--- src/rtl/text_sched_pkg.sv ---
// text_sched_pkg: shared state encoding, character codes and cursor helpers for the text buffer scheduler.
package text_sched_pkg;
  typedef enum logic [1:0] {IDLE, CLEAR, ROWCLR} state_t;
  localparam int COLS_DEF = 80;
  localparam int ROWS_DEF = 60;
  localparam int CELLS = COLS_DEF * ROWS_DEF;
  localparam logic [7:0] CHAR_CR = 8'h0D;
  localparam logic [7:0] CHAR_BS = 8'h08;
  function automatic int next_row_start(input int cur, input int col, input int cols, input int cells);
    return (cur - col + cols >= cells) ? 0 : cur - col + cols;
  endfunction
endpackage

--- src/rtl/text_cursor_ctr.sv ---
// text_cursor_ctr: cursor register with increment/wrap, saturating decrement, next-row and zero controls.
// Ports: clk, rst (async, active-high); inc, dec, nrow, zero move controls (zero has priority);
//        cursor = current cell address; at_col0 = this cycle's inc/CR move leaves the cursor on column 0.
module text_cursor_ctr
  import text_sched_pkg::*;
#(
  parameter int ADDR_W = 13,
  parameter int COLS = COLS_DEF,
  parameter int N_CELLS = CELLS
) (
  input  logic              clk,
  input  logic              rst,
  input  logic              inc,
  input  logic              dec,
  input  logic              nrow,
  input  logic              zero,
  output logic [ADDR_W-1:0] cursor,
  output logic              at_col0
);
  logic [ADDR_W-1:0] col;
  logic wrap, eol;
  always_comb begin
    wrap = cursor == ADDR_W'(N_CELLS - 1);
    eol = col == ADDR_W'(COLS - 1);
    at_col0 = nrow | (inc & (eol | wrap));
  end
  // col tracks the column alongside the address so no divider is needed
  always_ff @(posedge clk or posedge rst)
    if (rst) begin
      cursor <= '0;
      col <= '0;
    end else if (zero) begin
      cursor <= '0;
      col <= '0;
    end else if (nrow) begin
      cursor <= ADDR_W'(next_row_start(int'(cursor), int'(col), COLS, N_CELLS));
      col <= '0;
    end else if (inc) begin
      cursor <= wrap ? '0 : cursor + 1'b1;
      col <= (eol | wrap) ? '0 : col + 1'b1;
    end else if (dec && cursor != '0) begin
      cursor <= cursor - 1'b1;
      col <= (col == '0) ? ADDR_W'(COLS - 1) : col - 1'b1;
    end
endmodule

--- src/rtl/text_buffer_scheduler.sv ---
// text_buffer_scheduler: arbitrates the single-port character RAM between display fetch, clear sweeps and keyboard writes.
// Ports: iCLK, iRST (async, active-high); iDISP_REQ/iDISP_ADDR -> oDISP_VALID/oDISP_DATA (1-cycle fetch);
//        iKEY_VALID/iKEY_CHAR/oKEY_READY keyboard handshake; iCLEAR full-screen clear; oBUSY sweep active;
//        oCURSOR cursor cell; oRAM_ADDR/oRAM_WE/oRAM_WDATA/iRAM_RDATA synchronous RAM port.
// Build option: define TEXT_SCHED_ROWCLR_EN to blank each new row when the cursor reaches its column 0.
module text_buffer_scheduler
  import text_sched_pkg::*;
#(
  parameter int COLS = COLS_DEF,
  parameter int ROWS = ROWS_DEF,
  parameter int ADDR_W = 13,
  parameter int CHAR_W = 8,
  parameter logic [CHAR_W-1:0] BLANK_CHAR = 8'h20
) (
  input  logic              iCLK,
  input  logic              iRST,
  input  logic              iDISP_REQ,
  input  logic [ADDR_W-1:0] iDISP_ADDR,
  output logic              oDISP_VALID,
  output logic [CHAR_W-1:0] oDISP_DATA,
  input  logic              iKEY_VALID,
  input  logic [CHAR_W-1:0] iKEY_CHAR,
  output logic              oKEY_READY,
  input  logic              iCLEAR,
  output logic              oBUSY,
  output logic [ADDR_W-1:0] oCURSOR,
  output logic [ADDR_W-1:0] oRAM_ADDR,
  output logic              oRAM_WE,
  output logic [CHAR_W-1:0] oRAM_WDATA,
  input  logic [CHAR_W-1:0] iRAM_RDATA
);
`ifdef TEXT_SCHED_ROWCLR_EN
  localparam bit ROWCLR_EN = 1'b1;
`else
  localparam bit ROWCLR_EN = 1'b0;
`endif
  localparam int N_CELLS = COLS * ROWS;
  state_t state, nxt;
  logic pending, disp_v, land0, sweeping, last, xfer, is_cr, is_bs, inc, dec, nrow, zero, wr_key, we;
  logic [ADDR_W-1:0] sweep, cursor, sweep_a, key_a;
  text_cursor_ctr #(.ADDR_W(ADDR_W), .COLS(COLS), .N_CELLS(N_CELLS)) u_cursor (
    .clk(iCLK), .rst(iRST), .inc(inc), .dec(dec), .nrow(nrow), .zero(zero),
    .cursor(cursor), .at_col0(land0)
  );
  // sweep is the offset within the current sweep; it only advances on cycles the display leaves free
  always_ff @(posedge iCLK or posedge iRST)
    if (iRST) begin
      state <= IDLE;
      pending <= 1'b0;
      sweep <= '0;
      disp_v <= 1'b0;
    end else begin
      state <= nxt;
      disp_v <= iDISP_REQ;
      pending <= zero ? 1'b0 : (iCLEAR && state != CLEAR) ? 1'b1 : pending;
      sweep <= !sweeping ? '0 : iDISP_REQ ? sweep : last ? '0 : sweep + 1'b1;
    end
  always_comb begin
    sweeping = state != IDLE;
    last = (state == ROWCLR) ? sweep == ADDR_W'(COLS - 1) : sweep == ADDR_W'(N_CELLS - 1);
    nxt = (state == IDLE) ? ((ROWCLR_EN && land0) ? ROWCLR : pending ? CLEAR : IDLE)
        : (!iDISP_REQ && last) ? IDLE : state;
  end
  always_comb begin
    oKEY_READY = state == IDLE && !pending && !iDISP_REQ && !iRST;
    xfer = iKEY_VALID & oKEY_READY;
    is_cr = iKEY_CHAR == CHAR_W'(CHAR_CR);
    is_bs = iKEY_CHAR == CHAR_W'(CHAR_BS);
    inc = xfer & ~is_cr & ~is_bs;
    nrow = xfer & is_cr;
    dec = xfer & is_bs;
    zero = state == CLEAR && !iDISP_REQ && last;
    wr_key = xfer & ~is_cr;
    sweep_a = (state == ROWCLR) ? cursor + sweep : sweep;
    key_a = is_bs ? ((cursor == '0) ? '0 : cursor - 1'b1) : cursor;
    we = !iRST && !iDISP_REQ && (sweeping || wr_key);
    oRAM_WE = we;
    oRAM_ADDR = iRST ? '0 : iDISP_REQ ? iDISP_ADDR : sweeping ? sweep_a : wr_key ? key_a : '0;
    oRAM_WDATA = we ? ((sweeping || is_bs) ? BLANK_CHAR : iKEY_CHAR) : '0;
    oBUSY = sweeping;
    oCURSOR = cursor;
    oDISP_VALID = disp_v;
    oDISP_DATA = disp_v ? iRAM_RDATA : '0;
  end
endmodule

--- config.mk ---
export PLATFORM = sky130hd
export DESIGN_NAME = text_buffer_scheduler
export DESIGN_NICKNAME = d
export VERILOG_FILES = /design/src/rtl/text_sched_pkg.sv /design/src/rtl/text_cursor_ctr.sv /design/src/rtl/text_buffer_scheduler.sv
export SDC_FILE = /design/constraint.sdc
export NUM_CORES = 1
export LEC_CHECK = 0
export ABC_CLOCK_PERIOD_IN_PS = 5100
export BUFFER_PORTS_ARGS = -buffer_cell sky130_fd_sc_hd__buf_2
export CORE_ASPECT_RATIO = 1.2
export CORE_MARGIN = 2
export CORE_UTILIZATION = 33
export DETAILED_ROUTE_END_ITERATION = 8
export GPL_TIMING_DRIVEN = 1
export PLACE_DENSITY_LB_ADDON = 0.12
export SKIP_CTS_REPAIR_TIMING = 1
export SYNTH_ARGS = -nofsm -noshare
export SYNTH_HDL_FRONTEND = slang
export SYNTH_SLANG_ARGS = --single-unit
--- constraint.sdc ---
create_clock -name iCLK -period 5.1 [get_ports iCLK]
set_input_delay 0 -clock iCLK [delete_from_list [all_inputs] [get_ports iCLK]]
set_output_delay 0 -clock iCLK [all_outputs]
set_load 0.05 [all_outputs]
Word level (Yosys, flattened, before mapping)
Index checks and enable logic that the tools add are counted.
{"block": "classes", "add_sub_neg": 8, "n_lt_le_gt_ge": 1, "eq_ne": 10, "mux": 31, "bitwise_logic": 8, "n_reduce_logical": 23}
{"op": "$mux 13", "n": 22}
{"op": "$add 13x1->13 const B", "n": 3}
{"op": "$ge 32x14->1 const B", "n": 1}
{"op": "$eq 13x13->1 const B", "n": 2}
{"op": "$eq 13x7->1 const B", "n": 2}
{"op": "$logic_not 13->1", "n": 2}
{"op": "$sub 13x1->13 const B", "n": 2}
{"op": "$mux 8", "n": 3}
{"op": "$eq 8x4->1 const B", "n": 2}
{"op": "$add 14x8->15 const B", "n": 1}
{"op": "$sub 13x13->14", "n": 1}
{"op": "$add 13x13->13", "n": 1}
{"op": "$reduce_bool 13->1", "n": 1}
{"op": "$logic_and 1x1->1", "n": 10}
{"op": "$reduce_bool 2->1", "n": 3}
{"op": "$and 1x1->1", "n": 5}
{"op": "$mux 1", "n": 4}
{"op": "$mux 2", "n": 2}
{"op": "$reduce_bool 4->1", "n": 1}
{"op": "$logic_not 1->1", "n": 3}
{"op": "$eq 2x1->1 const B", "n": 1}
{"op": "$eq 2x2->1 const B", "n": 1}
{"op": "$logic_not 2->1", "n": 1}
{"op": "$logic_or 1x1->1", "n": 2}
{"op": "4 further kinds", "n": 5}
{"block": "totals", "reg_bits": 43, "in_bits": 34, "out_inout_bits": 46, "word_cells": 87}

Longest topological paths before layout
Gate-level depths: netlist of the first run.
{"block": "logic_depth", "word_depth": 11, "ltp_mapped": 14}

Cells and area by module
From an unflattened synthesis of the first run, not the netlist that was laid out.
{"block": "unflattened", "hier_cells": 635, "area_unflattened_um2": 4875.9}
{"module": "text_cursor_ctr", "n_inst": 1, "cells_per_inst": 418, "area_each_um2": 3168.0, "seq_area_each_um2": 650.6}
{"module": "text_buffer_scheduler", "n_inst": 1, "cells_per_inst": 217, "area_each_um2": 1707.9, "seq_area_each_um2": 400.4}

Worst setup path after synthesis of the first run
OpenSTA, ideal clock, no wires.
{"block": "synth_path", "path_kind": "reg2out", "from": "register state[0]", "to": "output port oRAM_ADDR[11]", "t_arrival_ns": 4.091, "required_ns": 5.100, "slack_ns": 1.009, "path_stages_with_launch": 9, "n_path_buf": 2, "path_cell_list": "dfrtp_1 -> clkbuf_1 -> nor4_2 -> nand2_1 -> a31oi_1 -> nor2b_1 -> clkbuf_1 -> a221oi_1 -> nor3_1"}
{"block": "synth_between", "elab_chain_cells": 10, "word_cells_on_any_way": 13}
{"item": "start: declaration", "line_no": "text_buffer_scheduler.sv:38", "rtl": "state_t state, nxt;"}
{"item": "start signal: assignment", "line_no": "text_buffer_scheduler.sv:53", "rtl": "state <= nxt;"}
{"item": "$logic_not 2->1", "line_no": "text_buffer_scheduler.sv:65", "rtl": "oKEY_READY = state == IDLE && !pending && !iDISP_REQ && !iRST;"}
{"item": "$logic_and 1x1->1 (3 in series)", "line_no": "text_buffer_scheduler.sv:65"}
{"item": "named net oKEY_READY", "line_no": "text_buffer_scheduler.sv:23", "rtl": "output logic oKEY_READY,"}
{"item": "$and 1x1->1", "line_no": "text_buffer_scheduler.sv:66", "rtl": "xfer = iKEY_VALID & oKEY_READY;"}
{"item": "$and 1x1->1", "line_no": "text_buffer_scheduler.sv:73", "rtl": "wr_key = xfer & ~is_cr;"}
{"item": "$mux 13 (4 in series)", "line_no": "text_buffer_scheduler.sv:78", "rtl": "oRAM_ADDR = iRST ? '0 : iDISP_REQ ? iDISP_ADDR : sweeping ? sweep_a : wr_key ? key_a : '0;"}
{"item": "end: declaration", "line_no": "text_buffer_scheduler.sv:27", "rtl": "output logic [ADDR_W-1:0] oRAM_ADDR,"}
The timed path passes the listed nets, and every way through them passes these cells.

Worst setup path after layout of the first run
{"block": "layout_path", "from": "register u_cursor.cursor[0]", "to": "register u_cursor.cursor[4]"}
{"block": "layout_between", "elab_chain_cells": 6, "word_cells_on_any_way": 15}
{"item": "start: declaration", "line_no": "text_cursor_ctr.sv:17", "rtl": "output logic [ADDR_W-1:0] cursor,"}
{"item": "start signal: assignment", "line_no": "text_cursor_ctr.sv:36", "rtl": "cursor <= ADDR_W'(next_row_start(int'(cursor), int'(col), COLS, N_CELLS));"}
{"item": "start signal: assignment", "line_no": "text_cursor_ctr.sv:39", "rtl": "cursor <= wrap ? '0 : cursor + 1'b1;"}
{"item": "start signal: assignment", "line_no": "text_cursor_ctr.sv:42", "rtl": "cursor <= cursor - 1'b1;"}
{"item": "$sub 13x13->14", "line_no": "text_sched_pkg.sv:10", "rtl": "return (cur - col + cols >= cells) ? 0 : cur - col + cols;"}
{"item": "$add 14x8->15", "line_no": "text_sched_pkg.sv:10"}
{"item": "$ge 32x14->1", "line_no": "text_sched_pkg.sv:10"}
{"item": "$mux 13", "line_no": "text_sched_pkg.sv:10"}
{"item": "$mux 13", "line_no": "text_cursor_ctr.sv:35", "rtl": "end else if (nrow) begin"}
{"item": "$mux 13", "line_no": "text_cursor_ctr.sv:32", "rtl": "end else if (zero) begin"}
Several ways; a longest one is shown, not always the timed one. The select of a mux whose other input is x is not followed.
A chain may end at the register's enable or synchronous reset.

==> flow_metrics.py, run 1 <==
metrics = {
    "run_status": {
        "run_status": "complete, but fails checks",
        "violations": "hold timing",
    },
    "sta": {
        "fin_crit_sh_pct": 74.1,
        "rsz0062_at_grt": "false",
        "whs_ns": -0.0283,
        "slew_viol_final": 0,
        "worstMarginPinSlew_ns": 0.995,
        "slew_headroom_pct": 33.7,
        "finalSetupViolations": 0,
        "fin_tns_setup_ns": 0,
        "fin_skew_ns": 0.00875,
        "finalCriticalPeriod_ns": 3.78,
        "finalHoldViolCount": 1,
        "fmax_mhz": 265,
    },
    "synthesis": {
        "ys_ff_latch": 42,
        "ys_async_sr_fraction_pct": 100,
        "synthTopCellsByArea": "dfrtp_1, nor2_1, a21oi_1",
        "ys_seq_area_share_pct": 22.9,
        "yosysTopAreaCellShare_pct": 22.9,
        "syn_nets": 671,
        "syn-cell-area_mm2": 0.00459,
        "synth.distinct_cells": 70,
        "synthCells": 616,
        "synth.avg_cell_area_um2": 7.45,
        "synth.most_common_cell": "nor2_1",
        "yosysTopAreaCell": "dfrtp_1",
        "yosys-top-cells-count": "nor2_1, a21oi_1, nand2_1, dfrtp_1, o21ai_0",
        "synth_edf_count": 0,
        "synth_ff_type": "dfrtp_1",
        "synth_warnings": 0,
    },
    "min_path": {
        "holdCritPathClass": "input pin to register",
    },
    "route": {
        "drt_pre_antenna_iters": 5,
        "wl_met2_mm": 7.49,
        "route.met3.wl_um": 594,
        "met1Wirelength_mm": 6.58,
        "wl_per_cell_um": 17.8,
        "vias": 4911,
        "wirelength_mm": 15.1,
        "viasPerCell": 5.79,
        "first_iter_violations": 354,
        "routed.top_layer": "met4",
        "ant_nets": 0,
        "drc_errors": 0,
    },
    "setup_path": {
        "crit_required_ns": 5.31,
        "crit_family": "compound AO/OA/AOI/OAI gates",
        "path_class": "register to register",
        "cp_max_fo": 9,
        "cp-end-kind": "register",
        "critPathSlowestCell": "dfrtp_1",
        "cp-start-kind": "register",
        "crit_chain": "inv_1 -> ha_1 -> inv_1 -> fa_1 -> a21o_1 -> a21oi_1 -> xnor2_2 -> ha_1 -> or2_1 -> nor4b_2 -> nor4_2 -> a2111oi_4 -> o31ai_4 -> o221ai_2",
        "crit_arrival_ns": 3.99,
        "path_buf_inv": 2,
        "max_stage_delay_ns": 0.48,
    },
    "grt": {
        "grt_max_degree": 43,
        "first_global_vias": 4633,
        "overflow": 0,
        "grt_antenna_before_repair": 0,
        "grt_pass1_wl_mm": 24.2,
        "grt_use_total_pct": 19.8,
    },
    "final_layout": {
        "area_delta_synth_final_pct": 15.1,
        "layout-drive-gt1-share_pct": 17.4,
        "n_antenna_cell": 0,
        "nets": 731,
    },
    "clock_tree": {
        "cts.clk_slew.worst_paths_ns": 0.06,
        "cts.htree.levels": 2,
        "cts-buffers-inserted": 5,
        "cts.sinks": 42,
        "cts_tree": "yes",
        "worstSkewPairLatency_ns": 0.29,
        "root_buffer": "clkbuf_16",
        "clockBufferDepth": 2,
    },
    "floorplanning": {
        "rows": 47,
        "coreArea_mm2": 0.0137,
        "initial_core_util_pct": 33.5,
        "die_x_um": 112,
        "io_pins": 80,
        "die_y_um": 133,
        "dieArea_mm2": 0.0149,
    },
    "placement": {
        "hpwl_mm": 11.5,
        "io_buffers": 79,
        "place_congestion": 0.862,
    },
    "power": {
        "swShare_pct": 37.2,
        "p_per_area_mw_per_mm2": 208,
        "peakVddDrop_mv": 0.117,
        "switching_power_w": 0.000408,
        "pwr-share-seq_pct": 35.7,
        "power_w": 0.00110,
        "clockPowerShare_pct": 30.0,
        "combPwrFrac_pct": 34.3,
        "p_leak_nw": 2.38,
        "intPower_w": 0.000689,
    },
    "flow_run": {
        "drv_cap": 0,
    },
}
==> final cells by class <==
| cell class | count | area [um2] |
|---|---|---|
| Tap cell | 171 | 214 |
| Clock inverter | 1 | 5.00 |
| Inverter | 22 | 82.6 |
| Fill cell | 1452 | 8420 |
| Multi-Input combinational cell | 517 | 3320 |
| Timing Repair Buffer | 88 | 463 |
| Sequential cell | 42 | 1050 |
| Clock buffer | 7 | 143 |
==> per-layer routing <==
layer / track usage (%) / up-vias
met5: 0 / -
met4: 6.79 / 0
met3: 2.73 / 21
met2: 35.5 / 134
met1: 24.4 / 2357
li1: - / 2399
==> final timing paths <==
path                                          from             endpoint  slack (ns)  depth (start not counted)
max in group asynchronous                     iRST  u_cursor.cursor[11]        4.67                          3
worst min-delay path                        iCLEAR              pending       -0.03                          3
min in group asynchronous                     iRST             sweep[6]        0.02                          3
worst min register to register     u_cursor.col[1]      u_cursor.col[1]        0.57                          2
worst max-delay path            u_cursor.cursor[0]   u_cursor.cursor[4]        1.32                         14
worst max register to register  u_cursor.cursor[0]   u_cursor.cursor[4]        1.32                         14
==> worst reg2reg max path: stages (launching register included) <==
cell and delay [ns]:
dfrtp_1 0.48, inv_1 0.19, ha_1 0.19, inv_1 0.06, fa_1 0.43, a21o_1 0.18
a21oi_1 0.24, xnor2_2 0.15, ha_1 0.27, or2_1 0.31, nor4b_2 0.29, nor4_2 0.10
a2111oi_4 0.46, o31ai_4 0.16, o221ai_2 0.19
==> cell families (layout without fill, tap and decap cells) <==
| family | count (synthesis) | after routing | share of synthesized area, % |
|---|---|---|---|
| buf+inv | 57 | 118 | 4.74 |
| flops | 42 | 42 | 22.9 |
| simple gates | 258 | 258 | 28.8 |
| compound gates | 204 | 204 | 30.8 |
| xor+xnor | 32 | 32 | 6.44 |
| mux | 2 | 2 | 0.436 |
| fa+ha+maj | 21 | 21 | 5.89 |
==> stage by stage <==
stage / util (%) / setup slack [ns] / hold slack (ns) / instance area [um2] / std cells
floorplan: - / 1.01 / 0.0314 / 4590 / 616
global placement: 37.5 / 1.52 / 0.269 / 5130 / 840
detailed placement: 37.5 / 1.36 / 0.269 / 5130 / 840
CTS: 38.5 / 1.32 / -0.0241 / 5280 / 848
global route: 38.5 / 1.02 / 0.0284 / 5280 / 848
finish: 38.5 / 1.32 / -0.0283 / 5280 / 848
==> registers in the layout, summed over array words and instances (netlist names) <==
signal	cells
u_cursor.cursor	13
oDISP_VALID	1
sweep	13
state	1
u_cursor.col	13
pending	1
==> cells in the final DEF, fill, tap and decap left out, types with 4 or more instances in the layout <==
| cell type | instances |
|---|---|
| or3_1 | 8 |
| nand2b_1 | 7 |
| a31oi_1 | 6 |
| o21ai_1 | 12 |
| nand3_1 | 18 |
| a21o_1 | 8 |
| and3_1 | 24 |
| o22ai_1 | 6 |
| nor3_1 | 17 |
| and4_1 | 4 |
| o221ai_1 | 5 |
| xor2_1 | 17 |
| a211oi_1 | 9 |
| nor2b_1 | 5 |
| o21ai_0 | 39 |
| a221oi_1 | 5 |
| o21a_1 | 5 |
| o211ai_2 | 4 |
| ha_1 | 20 |
| a21oi_1 | 50 |
| nand2_1 | 47 |
| clkbuf_16 | 5 |
| xnor2_1 | 13 |
| and2_1 | 20 |
| a22oi_1 | 14 |
| nand4_1 | 6 |
| nor2_1 | 78 |
| inv_1 | 22 |
| dfrtp_1 | 42 |
| nor4_1 | 6 |
| a21oi_2 | 4 |
| buf_4 | 9 |
| buf_2 | 79 |
==> power groups by stage <==
stage / clock network [W] / registers, W / logic (W)
after detailed placement: 0 / 0.000398 / 0.000375
after CTS: 0.000338 / 0.000391 / 0.000377
final: 0.000329 / 0.000392 / 0.000376
after global placement: 0 / 0.000398 / 0.000371
after floorplan: 0 / 0.000397 / 0.000284
after global routing: 0.000349 / 0.000396 / 0.000416
Power figures use the tool's default switching activity.
==> run 2: changes to the inputs <==
--- a/config.mk
+++ b/config.mk
@@ -5,7 +5,7 @@
 export SDC_FILE = /design/constraint.sdc
 export NUM_CORES = 1
 export LEC_CHECK = 0
-export ABC_CLOCK_PERIOD_IN_PS = 5100
+export ABC_CLOCK_PERIOD_IN_PS = 3700
 export BUFFER_PORTS_ARGS = -buffer_cell sky130_fd_sc_hd__buf_2
 export CORE_ASPECT_RATIO = 1.2
 export CORE_MARGIN = 2
==> constraint.sdc (replaced) <==
create_clock -name iCLK -period 3.7 [get_ports iCLK]
set_input_delay 0 -clock iCLK [delete_from_list [all_inputs] [get_ports iCLK]]
set_output_delay 0 -clock iCLK [all_outputs]
set_load 0.05 [all_outputs]
==> run 2 against run 1 <==
  * Non-clock buffer count up 20
  * Cell count rose by 2.4%
  * Utilization up 1.4 points
  * Global-route usage rose by 0.57 points
  * Count of clock-buffer cells in the layout decreased by 1
  * First-iteration DRC count rose by 41%
  * Via count increased by 2.4%
  * Sequential share of layout area shrank 0.69 points
  * Wire length rose by 2.1%
  * The flow now finishes without violations
  * Sequential power is 37% higher
  * Fmax rose by 6.9%
==> flow_metrics.py, run 2 (synthesized netlist as in run 1, its figures left out) <==
metrics = {
    "floorplanning": {
        "die_x_um": 112,
        "initial_core_util_pct": 33.5,
        "rows": 47,
        "dieArea_mm2": 0.0149,
        "io_pins": 80,
        "coreArea_mm2": 0.0137,
        "die_y_um": 133,
    },
    "setup_path": {
        "crit_family": "simple AND/OR/NAND/NOR gates",
        "timing.rr.start": "u_cursor.col[4]",
        "crit_arrival_ns": 3.75,
        "crit_required_ns": 3.91,
        "crit_chain": "inv_1 -> ha_1 -> o211ai_2 -> a21oi_2 -> or3_1 -> and2_1 -> ha_2 -> or2_4 -> or2_2 -> o41a_2 -> o211ai_2 -> o31ai_4 -> buf_4 -> o221ai_2",
        "r2r_setup_slack_ns": 0.17,
        "path_common_cell": "o211ai_2",
        "critPathSlowestCell": "dfrtp_1",
        "max_stage_delay_ns": 0.43,
        "cp-start-kind": "register",
        "path_depth": 14,
        "path_class": "register to register",
        "reg2regPathDepth": 14,
        "path_buf_inv": 2,
        "cp-end-kind": "register",
        "cp_max_fo": 8,
        "crit_start": "u_cursor.col[4]",
    },
    "sta": {
        "fin_tns_setup_ns": 0,
        "worstMarginPinSlew_ns": 0.615,
        "fin_skew_ns": 0.00358,
        "finalHoldViolCount": 0,
        "slew_headroom_pct": 59.0,
        "slew_viol_final": 0,
        "finalCriticalPeriod_ns": 3.53,
        "fin_crit_sh_pct": 95.5,
        "rsz0062_at_grt": "false",
        "finalSetupViolations": 0,
        "fmax_mhz": 283,
    },
    "route": {
        "drc_errors": 0,
        "drt_pre_antenna_iters": 5,
        "wirelength_mm": 15.4,
        "wl_per_cell_um": 17.7,
        "ant_nets": 0,
        "first_iter_violations": 499,
        "vias": 5030,
        "viasPerCell": 5.79,
    },
    "clock_tree": {
        "worstSkewPairLatency_ns": 0.29,
        "cts_tree": "yes",
        "root_buffer": "clkbuf_16",
        "cts.htree.levels": 2,
        "cts.sinks": 42,
        "cts.clk_slew.worst_paths_ns": 0.06,
        "clockBufferDepth": 2,
        "cts-buffers-inserted": 5,
    },
    "final_layout": {
        "fin_area_mm2": 0.00548,
        "top_regs": "sweep: 13 flops, u_cursor.col: 13 flops, u_cursor.cursor: 13 flops",
        "nets": 751,
        "fin_util_pct": 40.0,
        "layout-drive-gt1-share_pct": 21.2,
        "final_cell_mix": "buf_2, nor2_1, a21oi_1, nand2_1, dfrtp_1",
        "layout_commonest_cell": "buf_2",
        "n_antenna_cell": 0,
        "area_delta_synth_final_pct": 19.4,
    },
    "grt": {
        "grt_use_total_pct": 20.4,
        "grt_pass1_wl_mm": 24.7,
        "grt_max_degree": 43,
        "grt_antenna_before_repair": 0,
        "first_global_vias": 4775,
        "overflow": 0,
    },
    "power": {
        "swShare_pct": 37.3,
        "peakVddDrop_mv": 0.198,
        "clockPowerShare_pct": 29.8,
        "combPwrFrac_pct": 35.2,
        "p_per_area_mw_per_mm2": 280,
        "switching_power_w": 0.000572,
        "intPower_w": 0.000962,
        "pwr-share-seq_pct": 35.0,
        "p_leak_nw": 2.48,
    },
    "placement": {
        "hpwl_mm": 11.8,
        "place_congestion": 0.934,
        "io_buffers": 79,
        "post_dp_cell_area_mm2": 0.00529,
    },
    "min_path": {
        "holdCritPathClass": "input pin to async pin",
    },
    "run_status": {
        "run_status": "finished, final reports clean",
    },
    "flow_run": {
        "drv_cap": 0,
    },
}
## run 2: changes by cell type in the layout (fill, tap and decap cells not counted), moves of 2 or more
cell and delta:
buf_4 +19, ha_1 -2, ha_2 +2, inv_1 -2, inv_2 +2, nor3_1 -3
nor3_2 +3
## run 2: layout make-up
type                    instances  area (um2)
clock inverters                 2        12.5
clock buffers                   6         139
fillers                      1452        8220
inverters                      22        82.6
repair buffers                108         616
multi-input cells             517        3360
flip-flops and latches         42        1050
well taps                     171         214
## run 2: worst paths after layout
path,to
worst max-delay path,u_cursor.cursor[4]
worst min-delay path,sweep[5]
worst max register to register,u_cursor.cursor[4]
worst min register to register,u_cursor.col[2]
max in group asynchronous,u_cursor.col[2]
min in group iCLK,oDISP_VALID
## run 2: worst register-to-register path, delay by kind of cell, from the launching register on
family          cells  cell delay (ns)
simple gates        4             1.15
flops               1             0.43
buf+inv             2             0.30
fa+ha+maj           2             0.62
compound gates      6             0.96
## run 2: metrics by stage
step	hold WS [ns]	setup slack (ns)	total power, W	std cells
floorplan	0.0314	0.0606	0.000941	616
global placement	0.253	0.237	0.00107	858
detailed placement	0.250	0.171	0.00108	858
CTS	-0.0535	0.130	0.00154	866
global route	0.105	0.0325	0.00163	868
finish	0.0205	0.166	0.00153	868
## run 2: layer usage
layer	global-route usage, %	vias up	share of wire (%)
met2	35.4	169	49
met4	8.02	0	3.4
met3	2.73	32	4.4
met1	25.7	2394	43
li1	-	2435	-
met5	0	-	0
## run 2: power by group through the flow
stage	clock [W]	sequential, W	combinational (W)
floorplan	0	0.000548	0.000393
global placement	0	0.000545	0.000524
detailed placement	0	0.000545	0.000532
CTS	0.000468	0.000536	0.000535
global route	0.000492	0.000544	0.000597
finish	0.000457	0.000537	0.000541
==> run 3: changes to the inputs <==
==> constraint.sdc (replaced) <==
create_clock -name iCLK -period 3.7 [get_ports iCLK]
set_input_delay 0.37 -clock iCLK [delete_from_list [all_inputs] [get_ports iCLK]]
set_output_delay 0.37 -clock iCLK [all_outputs]
set_load 0.05 [all_outputs]
==> run 3 against run 2 <==
  * Sequential power about the same
  * Critical path depth unchanged
  * Sequential cell count unchanged
  * Largest power group unchanged
  * Critical path type unchanged
  * Sequential share of layout area decreased by 0.16 points
  * Highest routed layer unchanged
==> flow_metrics.py, run 3 (synthesized netlist as in run 1, its figures left out) <==
metrics = {
    "clock_tree": {
        "worstSkewPairLatency_ns": 0.29,
        "cts.htree.levels": 2,
        "clockBufferDepth": 2,
        "cts_tree": "yes",
        "cts.sinks": 42,
        "root_buffer": "clkbuf_16",
        "cts.clk_slew.worst_paths_ns": 0.07,
        "cts-buffers-inserted": 5,
    },
    "route": {
        "drt_pre_antenna_iters": 5,
        "wirelength_mm": 15.2,
        "viasPerCell": 5.84,
        "wl_per_cell_um": 17.5,
        "drc_errors": 0,
        "ant_nets": 0,
        "vias": 5061,
        "first_iter_violations": 398,
    },
    "grt": {
        "grt_antenna_before_repair": 0,
        "grt_max_degree": 43,
        "first_global_vias": 4879,
        "overflow": 0,
        "grt_pass1_wl_mm": 24.9,
        "grt_use_total_pct": 20.5,
    },
    "setup_path": {
        "cp-end-kind": "register",
        "crit_required_ns": 3.91,
        "r2r_setup_slack_ns": 0.21,
        "crit_arrival_ns": 3.70,
        "path_class": "register to register",
        "reg2regPathDepth": 14,
        "r2r_end": "u_cursor.cursor[4]",
        "timing.rr.start": "u_cursor.col[2]",
        "cp-start-kind": "register",
        "cp_max_fo": 9,
    },
    "min_path": {
        "min_from": "iCLEAR",
        "whs_path_depth": 3,
        "min_to": "pending",
        "holdCritPathClass": "input pin to register",
    },
    "floorplanning": {
        "coreArea_mm2": 0.0137,
        "die_x_um": 112,
        "die_y_um": 133,
        "initial_core_util_pct": 33.5,
        "rows": 47,
        "io_pins": 80,
        "dieArea_mm2": 0.0149,
    },
    "final_layout": {
        "n_antenna_cell": 0,
        "layout-drive-gt1-share_pct": 22.6,
        "fin_util_pct": 40.3,
        "area_delta_synth_final_pct": 20.3,
        "fillerInstances": 1445,
        "final_cell_mix": "buf_2, nor2_1, a21oi_1, nand2_1, dfrtp_1",
        "fin_area_mm2": 0.00552,
        "top_regs": "sweep: 13 flops, u_cursor.col: 13 flops, u_cursor.cursor: 13 flops",
        "layout_commonest_cell": "buf_2",
        "nets": 750,
    },
    "placement": {
        "post_dp_cell_area_mm2": 0.00532,
        "io_buffers": 79,
        "hpwl_mm": 11.8,
        "place_congestion": 0.936,
    },
    "flow_run": {
        "drv_cap": 0,
    },
    "sta": {
        "fin_crit_sh_pct": 94.3,
        "finalCriticalPeriod_ns": 3.49,
        "rsz0062_at_grt": "false",
        "worstMarginPinSlew_ns": 0.871,
        "whs_ns": 0.325,
        "finalSetupViolations": 0,
        "fmax_mhz": 287,
        "finalHoldViolCount": 0,
        "slew_viol_final": 0,
        "fin_tns_setup_ns": 0,
        "slew_headroom_pct": 41.9,
        "fin_skew_ns": 0.00596,
    },
    "power": {
        "p_per_area_mw_per_mm2": 290,
        "peakVddDrop_mv": 0.163,
        "power_w": 0.00160,
        "p_leak_nw": 2.50,
    },
    "run_status": {
        "run_status": "finished, final reports clean",
    },
}
[run 3: cell count changes in the layout (fill, tap and decap cells not counted), sizes merged]
| cell | previous run | this run |
|---|---|---|
| inv | 22 | 23 |
| bufinv | 0 | 1 |
| dlygate4sd3 | 1 | 0 |
| clkinvlp | 1 | 0 |
| clkbuf | 6 | 5 |
[run 3: through the flow]
stage	std cells	setup WS [ns]
3_3_place_gp	858	0.193
6_report	867	0.210
2_1_floorplan	616	0.0387
5_1_grt	867	0.00997
4_1_cts	866	0.0972
3_5_place_dp	858	0.147
[run 3: power by group]
| part | switching [W] | internal [W] |
|---|---|---|
| clock network | 0.000205 | 0.000320 |
| registers | 0.0000449 | 0.000492 |
| logic | 0.000335 | 0.000204 |
| total | 0.000584 | 0.00102 |
[run 3: routing by layer]
| metal | vias to the layer above | global-route usage, % | share of wire, % |
|---|---|---|---|
| met1 | 2414 | 25.8 | 43 |
| met5 | - | 0 | 0 |
| met4 | 0 | 10.4 | 4.3 |
| li1 | 2435 | - | - |
| met2 | 168 | 34.1 | 48 |
| met3 | 44 | 3.09 | 4.9 |
[run 3: cell type report]
type,instances,area (um2),area share (%)
multi-input combinational,517,3380,61.3
sequential,42,1050,19.0
timing repair buffer,107,618,11.2
tap,171,214,3.88
clock buffer,5,125,2.27
inverter,22,82.6,1.50
clock inverter,3,43.8,0.794
[run 3: worst max-delay path by stage]
stage,from,end,slack [ns],depth (start not counted)
floorplan,state[0],oRAM_ADDR[11],0.04,8
global placement,u_cursor.cursor[0],u_cursor.cursor[9],0.19,14
detailed placement,u_cursor.col[2],u_cursor.cursor[10],0.15,13
CTS,pending,oRAM_ADDR[12],0.1,7
global route,u_cursor.col[2],u_cursor.cursor[10],0.01,13
finish,u_cursor.col[2],u_cursor.cursor[4],0.21,14
[run 3: worst max-delay path, stage by stage (launching register included)]
cell and delay (ns):
dfrtp_1 0.42, inv_2 0.11, ha_2 0.31, o211ai_2 0.19, a21oi_2 0.07, or3_1 0.39
and2_1 0.18, ha_1 0.25, or2_4 0.29, or2_2 0.30, o41a_2 0.38, o211ai_2 0.11
o31ai_4 0.11, buf_12 0.16, o221ai_2 0.14
